## config.mk

```make
export PLATFORM = sky130hd
export DESIGN_NAME = sqrt_pipe_hs
export DESIGN_NICKNAME = d
export VERILOG_FILES = /design/src/rtl/sqrt_pipe_hs.sv
export SDC_FILE = /design/constraint.sdc
export NUM_CORES = 1
export LEC_CHECK = 0
export ABC_AREA = 1
export BUFFER_PORTS_ARGS = -buffer_cell sky130_fd_sc_hd__buf_4
export CAP_MARGIN = 20
export CORE_ASPECT_RATIO = 0.8
export CORE_MARGIN = 8
export CORE_UTILIZATION = 35
export CTS_CLUSTER_DIAMETER = 60
export DETAILED_ROUTE_END_ITERATION = 7
export SLEW_MARGIN = 0
export SYNTH_ARGS = -nofsm -noshare
export SYNTH_HDL_FRONTEND = slang
export SYNTH_SLANG_ARGS = --single-unit
```

## constraint.sdc

```tcl
create_clock -name clk_i -period 19.85 [get_ports clk_i]
set_clock_uncertainty 0.05 [all_clocks]
set_input_delay 1.985 -clock clk_i [delete_from_list [all_inputs] [get_ports clk_i]]
set_output_delay 1.985 -clock clk_i [all_outputs]
set_load 0.05 [all_outputs]
```

## src/rtl/sqrt_pipe_hs.sv

```systemverilog
// Fully pipelined unsigned integer square root, one root bit per stage, with
// valid/ready handshake, floor remainder, optional round-to-nearest and a sideband tag.
module sqrt_pipe_hs #(
    parameter int WIDTH = 16,
    parameter int ROUND = 0,
    parameter int TAG_W = 4
) (
    input  logic                   clk_i,
    input  logic                   rst_i,
    input  logic                   in_valid_i,
    output logic                   in_ready_o,
    input  logic [WIDTH-1:0]       in_a_i,
    input  logic [TAG_W-1:0]       in_tag_i,
    output logic                   out_valid_o,
    input  logic                   out_ready_i,
    output logic [(WIDTH+1)/2-1:0] out_root_o,
    output logic [(WIDTH+1)/2:0]   out_rem_o,
    output logic [TAG_W-1:0]       out_tag_o
);
    localparam int N  = (WIDTH + 1) / 2;
    localparam int AW = 2 * N;

    // Element 0 is the first stage (S1), element N-1 the output stage (SN).
    logic [N-1:0]     vld_q, vld_d;
    logic [N-1:0]     root_q [N];
    logic [N+1:0]     rem_q  [N];
    logic [AW-1:0]    opnd_q [N];
    logic [TAG_W-1:0] tag_q  [N];
    logic [N-1:0]     root_d [N];
    logic [N+1:0]     rem_d  [N];
    logic [AW-1:0]    opnd_d [N];
    logic [TAG_W-1:0] tag_d  [N];

    logic [N-1:0]     src_root;
    logic [N+1:0]     src_rem;
    logic [AW-1:0]    src_opnd;
    logic [N+3:0]     trial_r, trial_t, diff;
    logic             advance;
    logic [N:0]       rem_fl;

    assign advance    = !vld_q[N-1] || out_ready_i;
    assign in_ready_o = advance;

    always_comb begin
        vld_d    = '0;
        root_d   = '{default: '0};
        rem_d    = '{default: '0};
        opnd_d   = '{default: '0};
        tag_d    = '{default: '0};
        src_root = '0;
        src_rem  = '0;
        src_opnd = '0;
        trial_r  = '0;
        trial_t  = '0;
        diff     = '0;
        for (int k = 0; k < N; k++) begin
            if (k == 0) begin
                src_root = '0;
                src_rem  = '0;
                src_opnd = AW'(in_a_i);
                vld_d[k] = in_valid_i;
                tag_d[k] = in_tag_i;
            end else begin
                src_root = root_q[k-1];
                src_rem  = rem_q[k-1];
                src_opnd = opnd_q[k-1];
                vld_d[k] = vld_q[k-1];
                tag_d[k] = tag_q[k-1];
            end
            // Restoring step on the operand bit pair owned by this stage.
            trial_r   = {src_rem, src_opnd[AW-2-2*k +: 2]};
            trial_t   = {2'b00, src_root, 2'b01};
            diff      = trial_r - trial_t;
            opnd_d[k] = src_opnd;
            if (trial_r >= trial_t) begin
                rem_d[k]  = diff[N+1:0];
                root_d[k] = (src_root << 1) | N'(1);
            end else begin
                rem_d[k]  = trial_r[N+1:0];
                root_d[k] = src_root << 1;
            end
        end
    end

    always_ff @(posedge clk_i or posedge rst_i) begin
        if (rst_i) begin
            vld_q <= '0;
            for (int k = 0; k < N; k++) begin
                root_q[k] <= '0;
                rem_q[k]  <= '0;
                opnd_q[k] <= '0;
                tag_q[k]  <= '0;
            end
        end else if (advance) begin
            vld_q  <= vld_d;
            root_q <= root_d;
            rem_q  <= rem_d;
            opnd_q <= opnd_d;
            tag_q  <= tag_d;
        end
    end

    assign rem_fl      = rem_q[N-1][N:0];
    assign out_valid_o = vld_q[N-1];
    assign out_rem_o   = rem_fl;
    assign out_tag_o   = tag_q[N-1];

    // Round up when the remainder exceeds the root, saturating at all-ones.
    always_comb begin
        out_root_o = root_q[N-1];
        if (ROUND != 0 && rem_fl > {1'b0, root_q[N-1]} && root_q[N-1] != '1)
            out_root_o = root_q[N-1] + N'(1);
    end
endmodule

```

==> results.md, run 1 <==
* Initial antenna violation count at 0
* Final Max Slew Viols at 0
* WL/cell at 12.34 um
* Tightest Pin Transition at 0.9199 ns
* Clock root buffer: clkbuf_16
* Antenna Nets Post-Route at 0
* CP Capture Type: output pin
* Depth of the most critical reg-to-reg path at 8
* Met1 usage at 0.1876
* Synth-to-layout area growth at 13.79%
* Largest net degree at the start of global routing at 127
* Met2 Use GR at 0.1895
* LEAKAGE at 0.006426 uW
* First-pass GRT wire length at 39950 um
* Total CTS buffers at 25
* Post-CTS Hold Buffers at 0
* Met3 Use GR at 0.02114
* Max Clock Freq at 176.6 MHz
* Startpoint Class: input port
* All-Layer GR Usage at 0.1261
* CP required at 17.82 ns
* Final Setup Violations at 0
* Core area at 30450 sq um
* Crit-path max FO at 114
* N_diodes at 0
* Internal at 1327 uW
* Yosys warning count at 0
* Final Util at 0.4048
* Max-cap violation count at 0
* Worst R2R Setup Slack at 16.85 ns
* Part of the power in combinational logic at 0.514
* Slew HR at 0.3868
* Gpl congestion at 0.8785
* Crit path time final at 5.662 ns
* Post-DP HPWL at 15460 um
* Initial DRT Pass Iterations at 5
* Depth of the CTS H-tree at 1
* Avg Cell Area, Syn at 7.711 sq um
* Commonest non-fill, non-tap cells in the layout: nand2_1, dfrtp_1, inv_1
* RSZ-0062 raised after global routing: false
* # IOs at 47
* # clock sinks at 204
* Min Hold Slack at 0.4096 ns
* Share of layout cells above drive strength 1 at 0.09273
* Vias in the first global route at 8219
* Worst-skew pair later-pin latency at 0.53 ns
* CP arrival at 3.63 ns
* Syn Inst Count at 1405
* Setup Buffers After CTS at 0
* Vias per inst at 4.578
* Clock tree buffer depth at 3
* Die H at 173.4 um
* Pwr dens at 197.6 nW/um^2
* Width of the die at 212.7 um
* Capturing point of the worst reg2reg path: out_rem_o[0]
* CTS tree: yes
* Yosys reg bits at 204
* Commonest non-fill, non-tap cell in the layout: nand2_1
* Period utilisation layout at 0.2852
* Critical path startpoint: out_ready_i
* Clock power share at 0.185
* NetSw at 1109 uW
* Global route hottest layer: met2
* DRC at 0
* Resized cells post-CTS at 0
* Total routed wirelength at 22920 um
* Yosys cell types at 35
* Syn nets at 1473
* Num rows at 57
* Die Area at 36880 sq um
* Setup tns final at 0 ns
* Detailed-route via count at 8506
* Synthesized cell area at 10830 sq um
* Outcome: finished clean
* Hold Crit Class: flop to flop
* Buffers on Ports at 46
* Initial DRC Count at 575
* Sequential power share at 0.301
* CTS clk-pin slew, worst paths at 0.06 ns
* Register area share after synthesis at 0.4712
* WS Path Type: input port to output pin
* Sw Ratio at 0.4554
* CP Capture Point: in_ready_o
* Final hold viol count at 0
* Nets at 1495
* GRT overflow at 0
* Starting density of the core at 0.3558
* IR Drop Worst-Case VDD at 0.0001040 V
* RR Startpoint: vld_q[7]
==> cell families (layout without fill, tap and decap cells) <==
family	Yosys count	in the layout	synth area share
xor gates and xnor gates	25	25	0.02021
and+or+nand+nor	745	745	0.2929
adders and majority gates	44	44	0.05081
buffers and inverters	231	271	0.08754
AOI/OAI and AO/OA	156	156	0.07738
DFF	204	204	0.4712
==> registers in the layout (all words and copies together) (netlist names) <==
name and count:
out_rem_o 9, root_q 21, out_root_o 8, src_opnd 2, tag_d 28, out_tag_o 4, src_root 7, rem_q 53
vld_q 8, opnd_d 54, src_rem 10
==> power by group through the flow <==
stage | Sequential, uW | Combinational [uW] | Clock [uW]
floorplan | 749 | 973 | 0
global placement | 735 | 1230 | 0
detailed placement | 739 | 1250 | 0
CTS | 733 | 1260 | 464
global route | 758 | 1450 | 480
finish | 733 | 1250 | 452
==> per-layer routing <==
layer,routed length (um),part of all wire
met4,383,0.017
met3,860,0.038
met5,0,0
met2,9517,0.42
met1,12160,0.53
==> how the worst min path moves through the flow <==
stage	startpoint	end	slack (ns)	cells after the start
2_1_floorplan	vld_q[6]	vld_q[7]	0.37	2
3_3_place_gp	vld_q[6]	vld_q[7]	0.39	2
3_5_place_dp	vld_q[6]	vld_q[7]	0.39	2
4_1_cts	vld_q[6]	vld_q[7]	0.41	2
5_1_grt	vld_q[6]	vld_q[7]	0.44	2
6_report	vld_q[6]	vld_q[7]	0.41	2
==> through the flow <==
step           power (uW)  instances  setup WS, ns  cell area (sq um)
2_1_floorplan        1722       1405         12.25              10830
3_3_place_gp         1963       1811         14.13              11450
3_5_place_dp         1987       1811         14.16              11450
4_1_cts              2454       1856         14.15              12290
5_1_grt              2686       1858         14.01              12330
6_report             2436       1858         14.19              12330
==> synth_stat cells, drive strengths merged <==
| library cell | number | share of area |
|---|---|---|
| a21oi | 19 | 0.012 |
| and3 | 1 | 0.00069 |
| buf | 29 | 0.017 |
| clkbuf | 28 | 0.0097 |
| dfrtp | 204 | 0.47 |
| ha | 44 | 0.051 |
| inv | 174 | 0.061 |
| nand2 | 539 | 0.19 |
| nand3 | 114 | 0.056 |
| nand3b | 15 | 0.010 |
| nand4 | 11 | 0.0064 |
| nor2 | 57 | 0.021 |
| nor3 | 7 | 0.0053 |
| o211ai | 6 | 0.0042 |
| o21ai | 128 | 0.059 |
| o21bai | 2 | 0.0014 |
| o221ai | 1 | 0.00081 |
| or2 | 1 | 0.00058 |
| xnor2 | 7 | 0.0057 |
| xor2 | 18 | 0.015 |
==> layout make-up <==
type | instances | area (sq um)
repair buffers | 52 | 415.4
well taps | 413 | 516.7
clock buffers | 40 | 762.0
multi-input cells | 970 | 4788
clock inverters | 5 | 72.57
flip-flops and latches | 204 | 5105
fillers | 3081 | 18120
inverters | 174 | 668.1
==> worst max-delay path, stage by stage <==
cell and delay [ns]:
buf_4 0.12, nor2_4 0.08, buf_4 0.61, inv_6 0.44, buf_4 0.34
No activity file was read; power rests on OpenSTA's default activity.
==> run 2, diff against run 1 <==
clock period = 4.7 ns   (was 19.85 ns; I/O delays follow)
==> run 2 against run 1 <==
  * Non-clock buffer count decreased by 2
  * Critical path depth decreased by 1
  * Via count increased by 1.7%
==> results.md, run 2 (synthesis results as in run 1) <==
* Resized cells post-CTS at 0 (unchanged)
* RSZ-0062 raised after global routing: false
* Vias per inst at 4.668 (+2.0%)
* Cells after DPL at 1811 (unchanged)
* Hold Crit Class: input port to async pin
* WS Path Type: flop to output pin
* IR Drop Worst-Case VDD at 0.0009941 V (+860%)
* Final Max Slew Viols at 0 (unchanged)
* Post-layout worst setup margin at 2.045 ns (-12.14 ns)
* Commonest non-fill, non-tap cell in the layout: nand2_1
* All-Layer GR Usage at 0.1280 (+0.001868)
* Area after DPL at 11470 sq um (+0.19%)
* Width of the die at 212.7 um (unchanged)
* Setup tns final at 0 ns (unchanged)
* Clock root buffer: clkbuf_16
* N_diodes at 0 (unchanged)
* Gpl congestion at 0.8421 (-4.1%)
* Initial DRC Count at 691 (+20%)
* CP Capture Type: output pin
* # IOs at 47 (unchanged)
* Post-Layout Cell Count at 1854 (-0.22%)
* Num rows at 57 (unchanged)
* Largest net degree at the start of global routing at 203 (+60%)
* Starting density of the core at 0.3558 (unchanged)
* Detailed-route via count at 8654 (+1.7%)
* Tightest Pin Transition at 1.052 ns (+0.1320 ns)
* Final Setup Violations at 0 (unchanged)
* Nets at 1493 (-0.13%)
* Outcome: finished clean
* Flip-flop count of the largest register after layout at 54 (unchanged)
* Buffers on Ports at 46 (unchanged)
* Max-cap violation count at 0 (unchanged)
* First-pass GRT wire length at 40660 um (+1.8%)
* Slew HR at 0.2988 (-0.08799)
* GRT overflow at 0 (unchanged)
* Synth-to-layout area growth at 13.26%
* Post-DP HPWL at 15820 um (+2.3%)
* Crit-path max FO at 158 (+39%)
* LEAKAGE at 0.006380 uW (-0.71%)
* Pwr Total at 10220 uW (+320%)
* Die Area at 36880 sq um (unchanged)
* Antenna Nets Post-Route at 0 (unchanged)
* CP peak stage delay at 0.71 ns (+0.10 ns)
* Depth of the CTS H-tree at 1 (unchanged)
* Setup Buffers After CTS at 0 (unchanged)
* Worst path slowest cell: inv_6
* Worst-skew pair later-pin latency at 0.53 ns (about the same)
* Final hold viol count at 0 (unchanged)
* Post-CTS Hold Buffers at 0 (unchanged)
* Initial antenna violation count at 0 (unchanged)
* CTS clk-pin slew, worst paths at 0.06 ns (about the same)
* Vias in the first global route at 8234 (+0.18%)
* Max Clock Freq at 376.6 MHz
* Crit path time final at 2.655 ns
* Core area at 30450 sq um (unchanged)
* CP required at 4.18 ns (-13.64 ns)
* WL/cell at 12.55 um (+1.7%)
* Fin area at 12270 sq um (-0.47%)
* Buf+Inv Stages, Crit Path at 3 (-1)
* Initial DRT Pass Iterations at 5 (unchanged)
* Pre-CTS setup slack at 2.363 ns (-11.80 ns)
* Clock tree buffer depth at 3 (unchanged)
* CP arrival at 2.14 ns (-1.49 ns)
* Startpoint Class: flop
* Critical-path cell list: inv_1 > nor2_4 > inv_6 > buf_4
* Largest delay share family, worst path: buffers and inverters
* Period utilisation layout at 0.5649
* Pwr dens at 832.8 nW/um^2 (+320%)
* Total CTS buffers at 25 (unchanged)
* CTS tree: yes
* Die H at 173.4 um (unchanged)
* Share of layout cells above drive strength 1 at 0.09091 (-0.001824)
* DRC at 0 (unchanged)
* Total routed wirelength at 23260 um (+1.5%)
* Commonest non-fill, non-tap cells in the layout: nand2_1, dfrtp_1, inv_1
* # clock sinks at 204 (unchanged)
-- run 2: worst register-to-register path, delay by kind of cell (launching register included) --
family	cells	cell delay (ns)
compound gates	1	0.19
buf+inv	3	1.43
flops	1	0.37
simple gates	2	0.14
-- run 2: power breakdown --
group	switching, uW	leakage (uW)	total, uW	internal [uW]
logic	3440	0.00353	5280	1840
clock network	743	0.000380	1840	1090
registers	506	0.00247	3100	2590
total	4690	0.00638	10200	5530
-- run 2: through the flow --
step                hold WS, ns    util
floorplan                0.3698       -
CTS                     0.06556  0.4029
global placement         0.3938  0.3768
global route            0.08221  0.4029
detailed placement       0.3937  0.3768
finish                  0.07533  0.4029
-- run 2: layout make-up --
type	count	area, sq um
inverters	174	664.4
clock inverters	5	51.30
flip-flops and latches	204	5105
clock buffers	38	744.5
fillers	3155	18180
multi-input cells	970	4788
well taps	413	516.7
repair buffers	50	400.4
-- run 2: path summary, 6_finish.rpt --
path	from	to	slack, ns	cells past startpoint
hold reg to reg	vld_q[6]	vld_q[7]	0.41	2
max in group asynchronous	rst_i	src_root[6]	3.34	3
setup / recovery	vld_q[7]	in_ready_o	2.04	4
setup reg to reg	vld_q[7]	rem_q[54]	2.46	6
hold / removal	rst_i	root_q[48]	0.08	2
min in group clk_i	in_a_i[11]	opnd_d[107]	0.09	3
-- run 2: layer usage --
layer  track usage  share of wire
met2        0.1857           0.42
met4       0.02872          0.019
met3       0.01807          0.036
met1        0.1968           0.53
met5             0              0
==> run 3, diff against run 2 <==
clock period = 2.71 ns   (was 4.7 ns; I/O delays follow)
==> run 3 against run 2 <==
  * Power up 77%
  * Hold slack better by 0.094 ns
  * Clock-buffer cell count down 1
  * Critical path depth up 6
  * Utilization up 1.2 points
  * Non-clock buffer count up 26
  * Largest cell class unchanged
  * Highest routed layer unchanged
==> results.md, run 3 (synthesis results as in run 1) <==
* LEAKAGE at 0.006553 uW (+2.7%)
* # IOs at 47 (unchanged)
* Sw Ratio at 0.4547 (-0.004594)
* Final Util at 0.4151 (+0.01216)
* Clock tree buffer depth at 3 (unchanged)
* Hold Crit Class: input port to async pin
* Max Clock Freq at 442.6 MHz
* Resized cells post-CTS at 0 (unchanged)
* Pwr dens at 1428 nW/um^2 (+71%)
* Crit-path max FO at 8 (-95%)
* Clock root buffer: clkbuf_16
* Post-DP HPWL at 15800 um (about the same)
* Total CTS buffers at 26 (+4.0%)
* Part of the power in combinational logic at 0.513 (-0.004)
* Num rows at 57 (unchanged)
* Vias in the first global route at 8267 (+0.40%)
* Fin area at 12640 sq um (+3.0%)
* Initial antenna violation count at 0 (unchanged)
* CP arrival at 2.66 ns (+0.52 ns)
* CP required at 3.11 ns (-1.07 ns)
* Area of the multi-input gates at 4788 sq um (unchanged)
* Slew HR at 0.4607 (+0.1620)
* Area after DPL at 11530 sq um (+0.52%)
* Critical path startpoint: rem_q[70]
* Internal at 9844 uW (+78%)
* Depth of the CTS H-tree at 1 (unchanged)
* Max-cap violation count at 0 (unchanged)
* Final Setup Violations at 0 (unchanged)
* Sequential cell area at 5105 sq um (unchanged)
* Metal1 wirelength at 12460 um (+1.2%)
* Buffers on Ports at 46 (unchanged)
* Sequential power share at 0.297 (-0.006)
* RR Startpoint: rem_q[70]
* GRT overflow at 0 (unchanged)
* Vias per inst at 4.601 (-1.4%)
* Worst R2R Setup Slack at 0.45 ns (-2.01 ns)
* Outcome: finished clean
* Starting density of the core at 0.3558 (unchanged)
* Gpl congestion at 0.8845 (+5.0%)
* Post-CTS Hold Buffers at 23 (+23)
* Capturing point of the worst reg2reg path: rem_q[67]
* Die H at 173.4 um (unchanged)
* Detailed-route via count at 8668 (+0.16%)
* Largest net degree at the start of global routing at 203 (unchanged)
* WL met3 at 884 um (+5.2%)
* Clock power share at 0.189 (+0.009)
* Max Used Layer: met4
* All-Layer GR Usage at 0.1280 (about the same)
* DR WL met2 at 9409 um (-2.6%)
* Startpoint Class: flop
* First-pass GRT wire length at 40740 um (+0.19%)
* N_diodes at 0 (unchanged)
* Antenna Nets Post-Route at 0 (unchanged)
* DRC at 0 (unchanged)
* NetSw at 8208 uW (+75%)
* RSZ-0062 raised after global routing: false
* WL/cell at 12.30 um (-2.0%)
* Die Area at 36880 sq um (unchanged)
* Tightest Pin Transition at 0.8089 ns (-0.2429 ns)
* Nets at 1520 (+1.8%)
* WS Path Type: flop to flop
* Core area at 30450 sq um (unchanged)
* Synth-to-layout area growth at 16.68%
* Pwr Total at 18050 uW (+77%)
* Final hold viol count at 0 (unchanged)
* Initial DRC Count at 769 (+11%)
* CTS tree: yes
* Initial DRT Pass Iterations at 5 (unchanged)
* Worst-skew pair later-pin latency at 0.54 ns (about the same)
* # clock sinks at 204 (unchanged)
* Commonest non-fill, non-tap cells in the layout: nand2_1, dfrtp_1, inv_1
* IR Drop Worst-Case VDD at 0.001288 V (+30%)
* Width of the die at 212.7 um (unchanged)
* Final Max Slew Viols at 0 (unchanged)
* Flip-flop count of the largest register after layout at 54 (unchanged)
* Period utilisation layout at 0.8338
* Crit path time final at 2.260 ns
* Filler cells at 3075 (-2.5%)
* CTS clk-pin slew, worst paths at 0.06 ns (about the same)
* CP Capture Point: rem_q[67]
* Depth of the most critical reg-to-reg path at 10 (+4)
* Share of layout cells above drive strength 1 at 0.09313 (+0.002225)
* CP Capture Type: flop
* Commonest non-fill, non-tap cell in the layout: nand2_1
* Setup tns final at 0 ns (unchanged)
* Total routed wirelength at 23170 um (-0.40%)
* Setup Buffers After CTS at 0 (unchanged)
-- run 3: how the worst min path moves through the flow --
| stage | startpoint | end | slack [ns] | depth (start not counted) |
|---|---|---|---|---|
| 2_1_floorplan | in_a_i[11] | opnd_d[107] | 0.33 | 2 |
| 3_3_place_gp | rst_i | rem_q[78] | 0.17 | 2 |
| 3_5_place_dp | rst_i | rem_q[78] | 0.17 | 2 |
| 4_1_cts | rst_i | rem_q[78] | 0.15 | 3 |
| 5_1_grt | rst_i | rem_q[78] | 0.16 | 3 |
| 6_report | rst_i | rem_q[78] | 0.17 | 3 |
-- run 3: critical path: stages, from the launching register on --
cell	delay, ns
dfrtp_1	0.40
ha_1	0.35
inv_1	0.05
o21ai_0	0.31
inv_1	0.08
ha_1	0.21
o21ai_2	0.15
nand3_1	0.17
o21ai_0	0.19
nand2_1	0.10
o21ai_0	0.11
-- run 3: cell type report --
| type | count | area share |
|---|---|---|
| Clock buffer | 37 | 0.05790 |
| Clock inverter | 10 | 0.01138 |
| Inverter | 174 | 0.05256 |
| Multi-Input combinational cell | 970 | 0.3788 |
| Sequential cell | 204 | 0.4038 |
| Tap cell | 413 | 0.04088 |
| Timing Repair Buffer | 76 | 0.05464 |
-- run 3: power by group through the flow --
stage / clock network (uW) / registers, uW / logic [uW]
after floorplan: 0 / 5490 / 7130
after detailed placement: 0 / 5410 / 9230
after global placement: 0 / 5380 / 9070
final: 3420 / 5370 / 9270
after global routing: 3640 / 5550 / 10700
after CTS: 3520 / 5380 / 9330
-- run 3: per-layer routing --
metal	GRT usage	vias up
li1	-	4505
met1	0.1978	3994
met2	0.1851	140
met3	0.02078	29
met4	0.02326	0
met5	0	-
-- run 3: metrics by stage --
stage	hold WS, ns	setup WS, ns	std cells
after floorplan	0.3306	-0.2553	1405
after global placement	0.1692	0.5829	1814
after detailed placement	0.1704	0.4768	1814
after CTS	0.1497	0.4530	1884
after global routing	0.1638	0.1916	1884
final	0.1694	0.4504	1884
